===== src/rtl/uart_stream_pkg.sv =====
// Shared types and helpers for the uart_stream UART endpoint.
// Define UART_STREAM_PARITY_EN for an even-parity (8E1, 11-bit) frame; default is 8N1.
package uart_stream_pkg;

`ifdef UART_STREAM_PARITY_EN
  localparam int FrameBits = 11;
  typedef enum logic [2:0] {TX_IDLE, TX_START, TX_DATA, TX_PARITY, TX_STOP} tx_state_e;
  typedef enum logic [2:0] {RX_IDLE, RX_START, RX_DATA, RX_PARITY, RX_STOP} rx_state_e;
`else
  localparam int FrameBits = 10;
  typedef enum logic [1:0] {TX_IDLE, TX_START, TX_DATA, TX_STOP} tx_state_e;
  typedef enum logic [1:0] {RX_IDLE, RX_START, RX_DATA, RX_STOP} rx_state_e;
`endif

  function automatic int cycles_per_symbol(input int freq, input int baud);
    return freq / baud;
  endfunction

endpackage


===== src/rtl/uart_stream_fifo.sv =====
// Byte-wide synchronous FIFO; extra pointer MSB distinguishes full from empty.
module uart_stream_fifo #(
  parameter int Depth = 4
) (
  input  logic       clk_i,
  input  logic       rst_i,
  input  logic       push_i,
  input  logic [7:0] data_i,
  input  logic       pop_i,
  output logic [7:0] data_o,
  output logic       full_o,
  output logic       empty_o
);
  localparam int AW = $clog2(Depth);

  if (Depth < 2 || (Depth & (Depth - 1)) != 0) begin : g_chk_depth
    $error("uart_stream_fifo: Depth must be a power of two >= 2");
  end

  logic [7:0]  mem [Depth];
  logic [AW:0] wptr_q, rptr_q;
  logic        do_push, do_pop;

  assign empty_o = (wptr_q == rptr_q);
  assign full_o  = (wptr_q[AW] != rptr_q[AW]) && (wptr_q[AW-1:0] == rptr_q[AW-1:0]);
  assign data_o  = mem[rptr_q[AW-1:0]];
  assign do_push = push_i && !full_o;
  assign do_pop  = pop_i && !empty_o;

  always_ff @(posedge clk_i) begin
    if (do_push) mem[wptr_q[AW-1:0]] <= data_i;
  end

  always_ff @(posedge clk_i) begin
    if (rst_i) begin
      wptr_q <= '0;
      rptr_q <= '0;
    end else begin
      if (do_push) wptr_q <= wptr_q + 1'b1;
      if (do_pop)  rptr_q <= rptr_q + 1'b1;
    end
  end

endmodule


===== src/rtl/uart_stream_core.sv =====
// UART endpoint: valid/ready byte stream <-> serial line, FIFO-buffered TX, single-entry RX.
// Frame format selected by UART_STREAM_PARITY_EN (8E1 when defined, 8N1 otherwise).
module uart_stream_core
  import uart_stream_pkg::*;
#(
  parameter int FREQ        = 50000000,
  parameter int BAUD        = 115200,
  parameter int TxFifoDepth = 4
) (
  input  logic       clk_i,
  input  logic       rst_i,
  input  logic [7:0] tx_data_i,
  input  logic       tx_valid_i,
  output logic       tx_ready_o,
  output logic [7:0] rx_data_o,
  output logic       rx_valid_o,
  input  logic       rx_ready_i,
  output logic       rx_overrun_o,
  output logic       rx_frame_err_o,
  output logic       tx_o,
  input  logic       rx_i
);
  localparam int C  = cycles_per_symbol(FREQ, BAUD);
  localparam int CW = $clog2(C);

  if (C < 4) begin : g_chk_c
    $error("uart_stream_core: FREQ/BAUD must be at least 4");
  end

  // ---------------- TX path ----------------
  logic            fifo_push, fifo_pop, fifo_full, fifo_empty;
  logic [7:0]      fifo_data;
  tx_state_e       tx_state_q, tx_state_d;
  logic [CW-1:0]   tx_cnt_q;
  logic [2:0]      tx_bit_q;
  logic [7:0]      tx_shreg_q;
  logic            tx_q, tx_line_d, tx_bit_end;

  assign tx_ready_o = !fifo_full;
  assign fifo_push  = tx_valid_i && tx_ready_o;
  assign tx_bit_end = (tx_cnt_q == CW'(C - 1));
  assign tx_o       = tx_q;

  uart_stream_fifo #(.Depth(TxFifoDepth)) u_tx_fifo (
    .clk_i   (clk_i),
    .rst_i   (rst_i),
    .push_i  (fifo_push),
    .data_i  (tx_data_i),
    .pop_i   (fifo_pop),
    .data_o  (fifo_data),
    .full_o  (fifo_full),
    .empty_o (fifo_empty)
  );

  always_comb begin
    tx_state_d = tx_state_q;
    fifo_pop   = 1'b0;
    case (tx_state_q)
      TX_IDLE: if (!fifo_empty) begin
        fifo_pop   = 1'b1;
        tx_state_d = TX_START;
      end
      TX_START: if (tx_bit_end) tx_state_d = TX_DATA;
      TX_DATA: if (tx_bit_end && tx_bit_q == 3'd7) begin
`ifdef UART_STREAM_PARITY_EN
        tx_state_d = TX_PARITY;
`else
        tx_state_d = TX_STOP;
`endif
      end
`ifdef UART_STREAM_PARITY_EN
      TX_PARITY: if (tx_bit_end) tx_state_d = TX_STOP;
`endif
      // Chain straight into the next start bit so queued frames stay contiguous.
      TX_STOP: if (tx_bit_end) begin
        if (!fifo_empty) begin
          fifo_pop   = 1'b1;
          tx_state_d = TX_START;
        end else begin
          tx_state_d = TX_IDLE;
        end
      end
      default: tx_state_d = TX_IDLE;
    endcase
  end

  always_comb begin
    tx_line_d = 1'b1;
    case (tx_state_q)
      TX_START:  tx_line_d = 1'b0;
      TX_DATA:   tx_line_d = tx_shreg_q[tx_bit_q];
`ifdef UART_STREAM_PARITY_EN
      TX_PARITY: tx_line_d = ^tx_shreg_q;
`endif
      default:   tx_line_d = 1'b1;
    endcase
  end

  always_ff @(posedge clk_i) begin
    if (rst_i) begin
      tx_state_q <= TX_IDLE;
      tx_cnt_q   <= '0;
      tx_bit_q   <= '0;
      tx_shreg_q <= '0;
      tx_q       <= 1'b1;
    end else begin
      tx_state_q <= tx_state_d;
      tx_q       <= tx_line_d;
      if (fifo_pop) tx_shreg_q <= fifo_data;
      if (tx_state_q == TX_IDLE || tx_bit_end) tx_cnt_q <= '0;
      else                                      tx_cnt_q <= tx_cnt_q + 1'b1;
      if (tx_state_q == TX_IDLE)                tx_bit_q <= '0;
      else if (tx_state_q == TX_DATA && tx_bit_end) tx_bit_q <= tx_bit_q + 1'b1;
    end
  end

  // ---------------- RX path ----------------
  logic            rx_s1_q, rx_s2_q, rx_s3_q;
  rx_state_e       rx_state_q, rx_state_d;
  logic [CW-1:0]   rx_cnt_q;
  logic [2:0]      rx_bit_q;
  logic [7:0]      rx_shreg_q, rx_data_q;
  logic            rx_valid_q, rx_ovr_q, rx_ferr_q;
  logic            rx_fall, rx_half, rx_full, rx_stop_smp, rx_par_err;

  assign rx_fall        = rx_s3_q && !rx_s2_q;
  assign rx_half        = (rx_cnt_q == CW'(C / 2 - 1));
  assign rx_full        = (rx_cnt_q == CW'(C - 1));
  assign rx_stop_smp    = (rx_state_q == RX_STOP) && rx_full;
  assign rx_data_o      = rx_data_q;
  assign rx_valid_o     = rx_valid_q;
  assign rx_overrun_o   = rx_ovr_q;
  assign rx_frame_err_o = rx_ferr_q;

  always_comb begin
    rx_state_d = rx_state_q;
    case (rx_state_q)
      RX_IDLE:  if (rx_fall) rx_state_d = RX_START;
      // Line back high at mid start bit means a glitch, not a frame.
      RX_START: if (rx_half) rx_state_d = rx_s2_q ? RX_IDLE : RX_DATA;
      RX_DATA:  if (rx_full && rx_bit_q == 3'd7) begin
`ifdef UART_STREAM_PARITY_EN
        rx_state_d = RX_PARITY;
`else
        rx_state_d = RX_STOP;
`endif
      end
`ifdef UART_STREAM_PARITY_EN
      RX_PARITY: if (rx_full) rx_state_d = RX_STOP;
`endif
      RX_STOP:  if (rx_full) rx_state_d = RX_IDLE;
      default:  rx_state_d = RX_IDLE;
    endcase
  end

`ifdef UART_STREAM_PARITY_EN
  always_ff @(posedge clk_i) begin
    if (rst_i)                                      rx_par_err <= 1'b0;
    else if (rx_state_q == RX_PARITY && rx_full)    rx_par_err <= rx_s2_q ^ (^rx_shreg_q);
  end
`else
  assign rx_par_err = 1'b0;
`endif

  always_ff @(posedge clk_i) begin
    if (rst_i) begin
      rx_s1_q    <= 1'b1;
      rx_s2_q    <= 1'b1;
      rx_s3_q    <= 1'b1;
      rx_state_q <= RX_IDLE;
      rx_cnt_q   <= '0;
      rx_bit_q   <= '0;
      rx_shreg_q <= '0;
      rx_data_q  <= '0;
      rx_valid_q <= 1'b0;
      rx_ovr_q   <= 1'b0;
      rx_ferr_q  <= 1'b0;
    end else begin
      rx_s1_q    <= rx_i;
      rx_s2_q    <= rx_s1_q;
      rx_s3_q    <= rx_s2_q;
      rx_state_q <= rx_state_d;
      if (rx_state_q == RX_IDLE || rx_state_d != rx_state_q || rx_full) rx_cnt_q <= '0;
      else                                                                rx_cnt_q <= rx_cnt_q + 1'b1;
      if (rx_state_q == RX_IDLE) begin
        rx_bit_q <= '0;
      end else if (rx_state_q == RX_DATA && rx_full) begin
        rx_shreg_q <= {rx_s2_q, rx_shreg_q[7:1]};
        rx_bit_q   <= rx_bit_q + 1'b1;
      end
      rx_ovr_q  <= 1'b0;
      rx_ferr_q <= 1'b0;
      if (rx_valid_q && rx_ready_i) rx_valid_q <= 1'b0;
      // A handshake in the same cycle as the stop sample frees the register for the new byte.
      if (rx_stop_smp) begin
        if (!rx_s2_q || rx_par_err) begin
          rx_ferr_q <= 1'b1;
        end else if (!rx_valid_q || rx_ready_i) begin
          rx_data_q  <= rx_shreg_q;
          rx_valid_q <= 1'b1;
        end else begin
          rx_ovr_q <= 1'b1;
        end
      end
    end
  end

endmodule


===== config.mk =====
export PLATFORM = sky130hd
export DESIGN_NAME = uart_stream_core
export DESIGN_NICKNAME = d
export VERILOG_FILES = /design/src/rtl/uart_stream_pkg.sv /design/src/rtl/uart_stream_fifo.sv /design/src/rtl/uart_stream_core.sv
export SDC_FILE = /design/constraint.sdc
export NUM_CORES = 1
export LEC_CHECK = 0
export BUFFER_PORTS_ARGS = -buffer_cell sky130_fd_sc_hd__buf_2
export CAP_MARGIN = 20
export CORE_UTILIZATION = 40
export CTS_BUF_LIST = sky130_fd_sc_hd__clkbuf_8
export DETAILED_ROUTE_END_ITERATION = 10
export GPL_ROUTABILITY_DRIVEN = 0
export PLACE_DENSITY = 0.59
export SKIP_LAST_GASP = 1
export SLEW_MARGIN = 20
export SYNTH_ARGS = -nofsm -noshare
export SYNTH_HDL_FRONTEND = slang
export SYNTH_HIERARCHICAL = 1
export SYNTH_SLANG_ARGS = --single-unit

===== constraint.sdc =====
create_clock -name clk_i -period 5.9 [get_ports clk_i]
set_input_delay 1.18 -clock clk_i [delete_from_list [all_inputs] [get_ports clk_i]]
set_output_delay 1.18 -clock clk_i [all_outputs]
set_load 0.01 [all_outputs]

**Word level (Yosys, flattened, before mapping)**

Memory sizes are Yosys's and may differ from the RTL's. A register that Yosys moved wholly into a read port is not among the register bits.
Cells that the tools add are included.

- Memory bits (writable): 32
- Logic and storage cells: 103
- Input port bits: 13
- Register bits: 57
- Memories: 1

Memories:

| memory | words | width | read ports | clocked after memory_dff | write ports | RTL line | text |
|---|---|---|---|---|---|---|---|
| u_tx_fifo.mem | 4 | 8 | 1 | 1 | 1 | uart_stream_fifo.sv:20 | `logic [7:0] mem [Depth];` |

- Reduce and logical (&&, ||, !) cells: 30
- Add/sub/neg operators: 6
- Equality and inequality tests: 19
- Bitwise gates (word level): 3
- Muxes and demuxes: 26
- Order comparisons: 1

Operators with widths:

| kind | count |
|---|---|
| 9-bit by 1-bit adder with 9-bit output, second input constant | 2 |
| 9-bit == test, second input constant | 2 |
| 2-bit 2-to-1 mux | 9 |
| 2-bit one-hot mux with 4 select lines | 2 |
| 3-bit by 1-bit adder with 3-bit output, second input constant | 4 |
| 1-bit 2-to-1 mux | 12 |
| 1-bit logical AND | 11 |
| 2-bit OR reduction | 5 |
| 9-bit by 8-bit == test with 1-bit output, second input constant | 1 |
| 2-bit == test, second input constant | 4 |
| 2-bit inequality test, second input constant | 4 |
| 3-bit == test, second input constant | 2 |
| 2-bit by 1-bit == test with 1-bit output, second input constant | 2 |
| 1-bit zero test | 4 |
| 2-bit zero test | 2 |
| 1-bit logical OR | 4 |
| 3-bit by 4-bit less-than comparator with 1-bit output, second input constant | 1 |
| 1-bit one-hot mux with 2 select lines | 2 |
| 4-bit AND reduction | 1 |
| 1-bit binary-select mux with 3-bit select | 1 |
| 3-bit == test | 1 |
| 1-bit NOT | 3 |
| 3-bit AND reduction | 1 |
| 3-bit OR reduction | 1 |
| 4 further kinds | 4 |

**Logic depth before layout (Yosys ltp)**

- Depth in word-level cells: 8
- Gate-level depth with buffers: 11
- Mapped depth without buffers: 9

**Modules after synthesis**

Netlist, hierarchy kept.

By module, submodules not included:

| module | cells each | area an instance (um^2) | seq. area each (um^2) | times used |
|---|---|---|---|---|
| uart_stream_core | 262 | 2,581.2 | 1,181.1 | 1 |
| uart_stream_fifo | 110 | 1,731.7 | 1,121.1 | 1 |

**Least setup slack after synthesis**

OpenSTA, ideal clock, no wires.

- Path kind: in2reg
- Start point: input tx_valid_i
- End point: memory u_tx_fifo.mem[3][0], enable pin
- Cell stages on the path: 3
- Path slack: 3.449 ns
- Path buffers: 0
- Arrival: 2.073 ns
- Cell sequence: nor2b_1 > nand2_1 > a31oi_1

- Word-level cells in the longest chain between the ends: 4

Ends and longest elaborated chain:

| item | RTL line | text |
|---|---|---|
| from (decl) | uart_stream_core.sv:13 | `input logic tx_valid_i,` |
| 1-bit logical AND | uart_stream_core.sv:40 | `assign fifo_push = tx_valid_i && tx_ready_o;` |
| 1-bit logical AND | uart_stream_fifo.sv:27 | `assign do_push = push_i && !full_o;` |
| 1-bit 2-to-1 mux | uart_stream_fifo.sv:31 | `if (do_push) mem[wptr_q[AW-1:0]] <= data_i;` |
| 1-bit 2-to-1 mux (not written as such) | uart_stream_fifo.sv:31 |  |
| to (decl) | uart_stream_fifo.sv:20 |  |

No other way between the ends.

**Worst setup path in the final report**

- Start point: register u_tx_fifo.rptr_q[0]
- End point: output tx_ready_o

- Word-level cells in the longest chain between the ends: 3

Ends and longest elaborated chain:

| item | RTL line | text |
|---|---|---|
| from (decl) | uart_stream_fifo.sv:21 | `logic [AW:0] wptr_q, rptr_q;` |
| from (signal assigned) | uart_stream_fifo.sv:40 | `if (do_pop) rptr_q <= rptr_q + 1'b1;` |
| 2-bit == test | uart_stream_fifo.sv:25 | `assign full_o = (wptr_q[AW] != rptr_q[AW]) && (wptr_q[AW-1:0] == rptr_q[AW-1:0]);` |
| 1-bit logical AND | uart_stream_fifo.sv:25 |  |
| named net fifo_full | uart_stream_core.sv:31 | `logic fifo_push, fifo_pop, fifo_full, fifo_empty;` |
| 1-bit zero test | uart_stream_core.sv:39 | `assign tx_ready_o = !fifo_full;` |
| to (decl) | uart_stream_core.sv:14 | `output logic tx_ready_o,` |

The timed path passes the listed nets, and every way through them passes these cells.

==> flow_metrics.py <==
metrics = {
    "floorplan": {
        "die_h_microns": 105.8,
        "dieArea_sq_um": 11200,
        "placementRows": 37,
        "io_pins": 26,
        "start_util_pct": 41.59,
        "die_w_microns": 105.8,
        "coreArea_sq_um": 10370,
    },
    "route": {
        "vias": 2699,
        "avgRoutedWirePerCell_microns": 13.35,
        "route.detailed.drc": 0,
        "drt_iter0_drc": 95,
        "via_per_inst": 5.026,
        "routed_wirelength_microns": 7167,
        "antenna_left": 0,
        "firstDrtPassIters": 4,
    },
    "synthesis": {
        "synth.distinct_cells": 50,
        "postSynthAreaPerCell_sq_um": 11.59,
        "ys_async_sr_fraction_pct": 0,
        "synth_top_cell_area_share_pct": 31.10,
        "synth-seq-area-share_pct": 53.38,
        "synth.area.top_cells": "dfxtp_1 (31%), edfxtp_1 (22%), mux2i_1 (6.7%)",
        "synth_top_area_cell": "dfxtp_1",
        "synth.yosys.warnings": 6,
        "syn-num-nets": 403,
        "syn_inst": 372,
        "synth_ff_type": "dfxtp_1",
        "synth-edff-count": 32,
        "synth-seq-cells": 99,
        "mappedNetlistArea_sq_um": 4313,
    },
    "clocking": {
        "cts.repair.resized": 0,
        "cts_inserted_buffers": 9,
        "hold_buffers": 0,
        "clkTransAtPathRegs_ns": 0.09,
        "clkSinkCount": 99,
        "insertion_delay_ns": 0.36,
        "htreeDepth": 3,
        "cts_buffer_depth": 2,
        "post_cts_buffers": 0,
        "cts_tree": "built",
        "root_buffer": "clkbuf_8",
    },
    "sta": {
        "finalCritPeriodShare_pct": 53.63,
        "max_slew_margin_pct": 38.35,
        "report.final.hold_viol_count": 0,
        "worstMarginPinSlew_ns": 0.9179,
        "report.final.slew_viol_count": 0,
        "setup_viol": 0,
        "tns_ns": 0,
        "finalCriticalPeriod_ns": 3.164,
        "fmax_mhz": 316.1,
        "rsz0062_at_grt": "no",
        "finalClockSkew_ns": 0.01247,
    },
    "power_and_ir_drop": {
        "leakagePower_nw": 1.696,
        "powerDensity_nw_per_um2": 348.9,
        "peakVddDrop_mv": 0.1943,
    },
    "finish": {
        "fillerInstances": 975,
        "stdcell_count": 537,
        "final_layout_size_suffix_gt1_share_pct": 15.46,
        "final_net_count": 427,
        "final_common_cell": "dfxtp_1",
        "post-route-util_pct": 45.70,
        "area.growth.synth_to_final_pct": 9.893,
        "layout_common_cells": "dfxtp_1 (67), nor2_1 (54), edfxtp_1 (32)",
        "n_antenna_cell": 0,
    },
    "worst_setup_path": {
        "worstSetupEndpointType": "output port",
        "critPathRequiredTime_ns": 4.72,
        "criticalPathCategory": "register to output port",
        "critPathMaxFanout": 8,
        "startpoint_type": "register",
        "arrival_ns": 1.98,
    },
    "place": {
        "portBuffers": 25,
        "dp.cells": 520,
        "hpwlAfterDp_microns": 4827,
    },
    "run": {
        "cap_viol_max_count": 0,
    },
    "min_path": {
        "min_path_type": "register to register",
    },
    "run_status": {
        "status": "complete, no violations",
    },
    "global_routing": {
        "antenna_found_initial": 0,
        "grt_pass1_wl_microns": 12130,
        "grt-ovfl-total": 0,
        "grt_pass1_vias": 2563,
        "grt_max_degree": 53,
        "grt_use_total_pct": 13.80,
    },
}
-- flip-flops by register name (all words and copies together), names as in the netlist, 8 cells and up, named ones only --
signal,flops
u_tx_fifo/mem,32
rx_cnt_q,9
tx_cnt_q,9
rx_data_o,8
rx_shreg_q,8
tx_shreg_q,8
-- layer usage --
layer	global-route usage [%]	vias to the layer above	wire length, microns
met2	22.50	40	3461
met1	17.57	1281	3410
met4	4.167	0	79
met3	4.205	7	215
li1	-	1371	-
met5	0	-	0
-- cells by family after synthesis --
family,share of synthesized area (%)
AND/OR/NAND/NOR,15.72
XOR/XNOR,4.468
multiplexers,12.21
adder cells (fa/ha/maj),5.222
buffers and inverters,3.684
flip-flops,53.38
AO/OA/AOI/OAI,5.309
-- Yosys cell counts, types with 2 or more instances --
master	instances
a41oi_1	2
nor4bb_1	3
buf_2	2
xnor2_1	14
nand4_1	6
nand3_1	11
buf_6	3
o21ai_0	6
or2_2	4
nor2_1	54
a21oi_1	5
nor3b_1	5
nand2b_1	4
or3_1	3
edfxtp_1	32
and2_1	5
or4_1	2
nand2_1	10
mux2i_1	29
ha_1	18
nand3b_1	2
xor2_1	8
nor3_1	9
inv_1	18
mux4_2	10
dfxtp_1	67
clkbuf_1	6
o211ai_1	6
a211o_1	3
a31oi_1	5
-- critical path, stage by stage, from the launching register on --
cell and delay (ns):
dfxtp_1 0.39, xnor2_1 0.55, nand2_1 0.27, nor2_1 0.23, inv_1 0.05, buf_2 0.13
-- final timing paths --
path,from,to,slack (ns),depth (start not counted)
worst max-delay path,u_tx_fifo/rptr_q[0]$_SDFFE_PP0P_,tx_ready_o,2.74,5
worst min-delay path,rx_s1_q$_SDFF_PP1_,rx_s2_q$_SDFF_PP1_,0.41,1
worst max register to register,u_tx_fifo/rptr_q[0]$_SDFFE_PP0P_,u_tx_fifo/rptr_q[0]$_SDFFE_PP0P_,3.03,9
worst min register to register,rx_s1_q$_SDFF_PP1_,rx_s2_q$_SDFF_PP1_,0.41,1
-- layout make-up --
cell class / count / area, sq um / area share [%]
Multi-Input combinational cell: 241 / 1858 / 39.20
Clock buffer: 10 / 137.6 / 2.904
Inverter: 18 / 67.56 / 1.426
Timing Repair Buffer: 27 / 140.1 / 2.957
Sequential cell: 99 / 2302 / 48.57
Clock inverter: 6 / 63.81 / 1.346
Tap cell: 136 / 170.2 / 3.590
-- stage by stage --
step                      instance area (sq um)  total power, W  hold WS, ns  worst slack, ns
after floorplan                            4313        0.001143       0.3895            3.449
after global placement                     4524        0.001212       0.3941            2.690
after detailed placement                   4524        0.001223       0.3933            2.496
after CTS                                  4726        0.001671       0.4146            2.483
after global routing                       4740        0.001754       0.4223            2.582
final                                      4740        0.001654       0.4127            2.736
-- report_power, final --
| group | total (W) | leakage [nW] | switching [W] | internal, W |
|---|---|---|---|---|
| logic | 0.000362 | 0.755 | 0.000204 | 0.000158 |
| clock network | 0.000441 | 0.104 | 0.000233 | 0.000209 |
| registers | 0.000850 | 0.837 | 0.0000591 | 0.000791 |
Note: power is estimated with default switching activity, not from simulation.
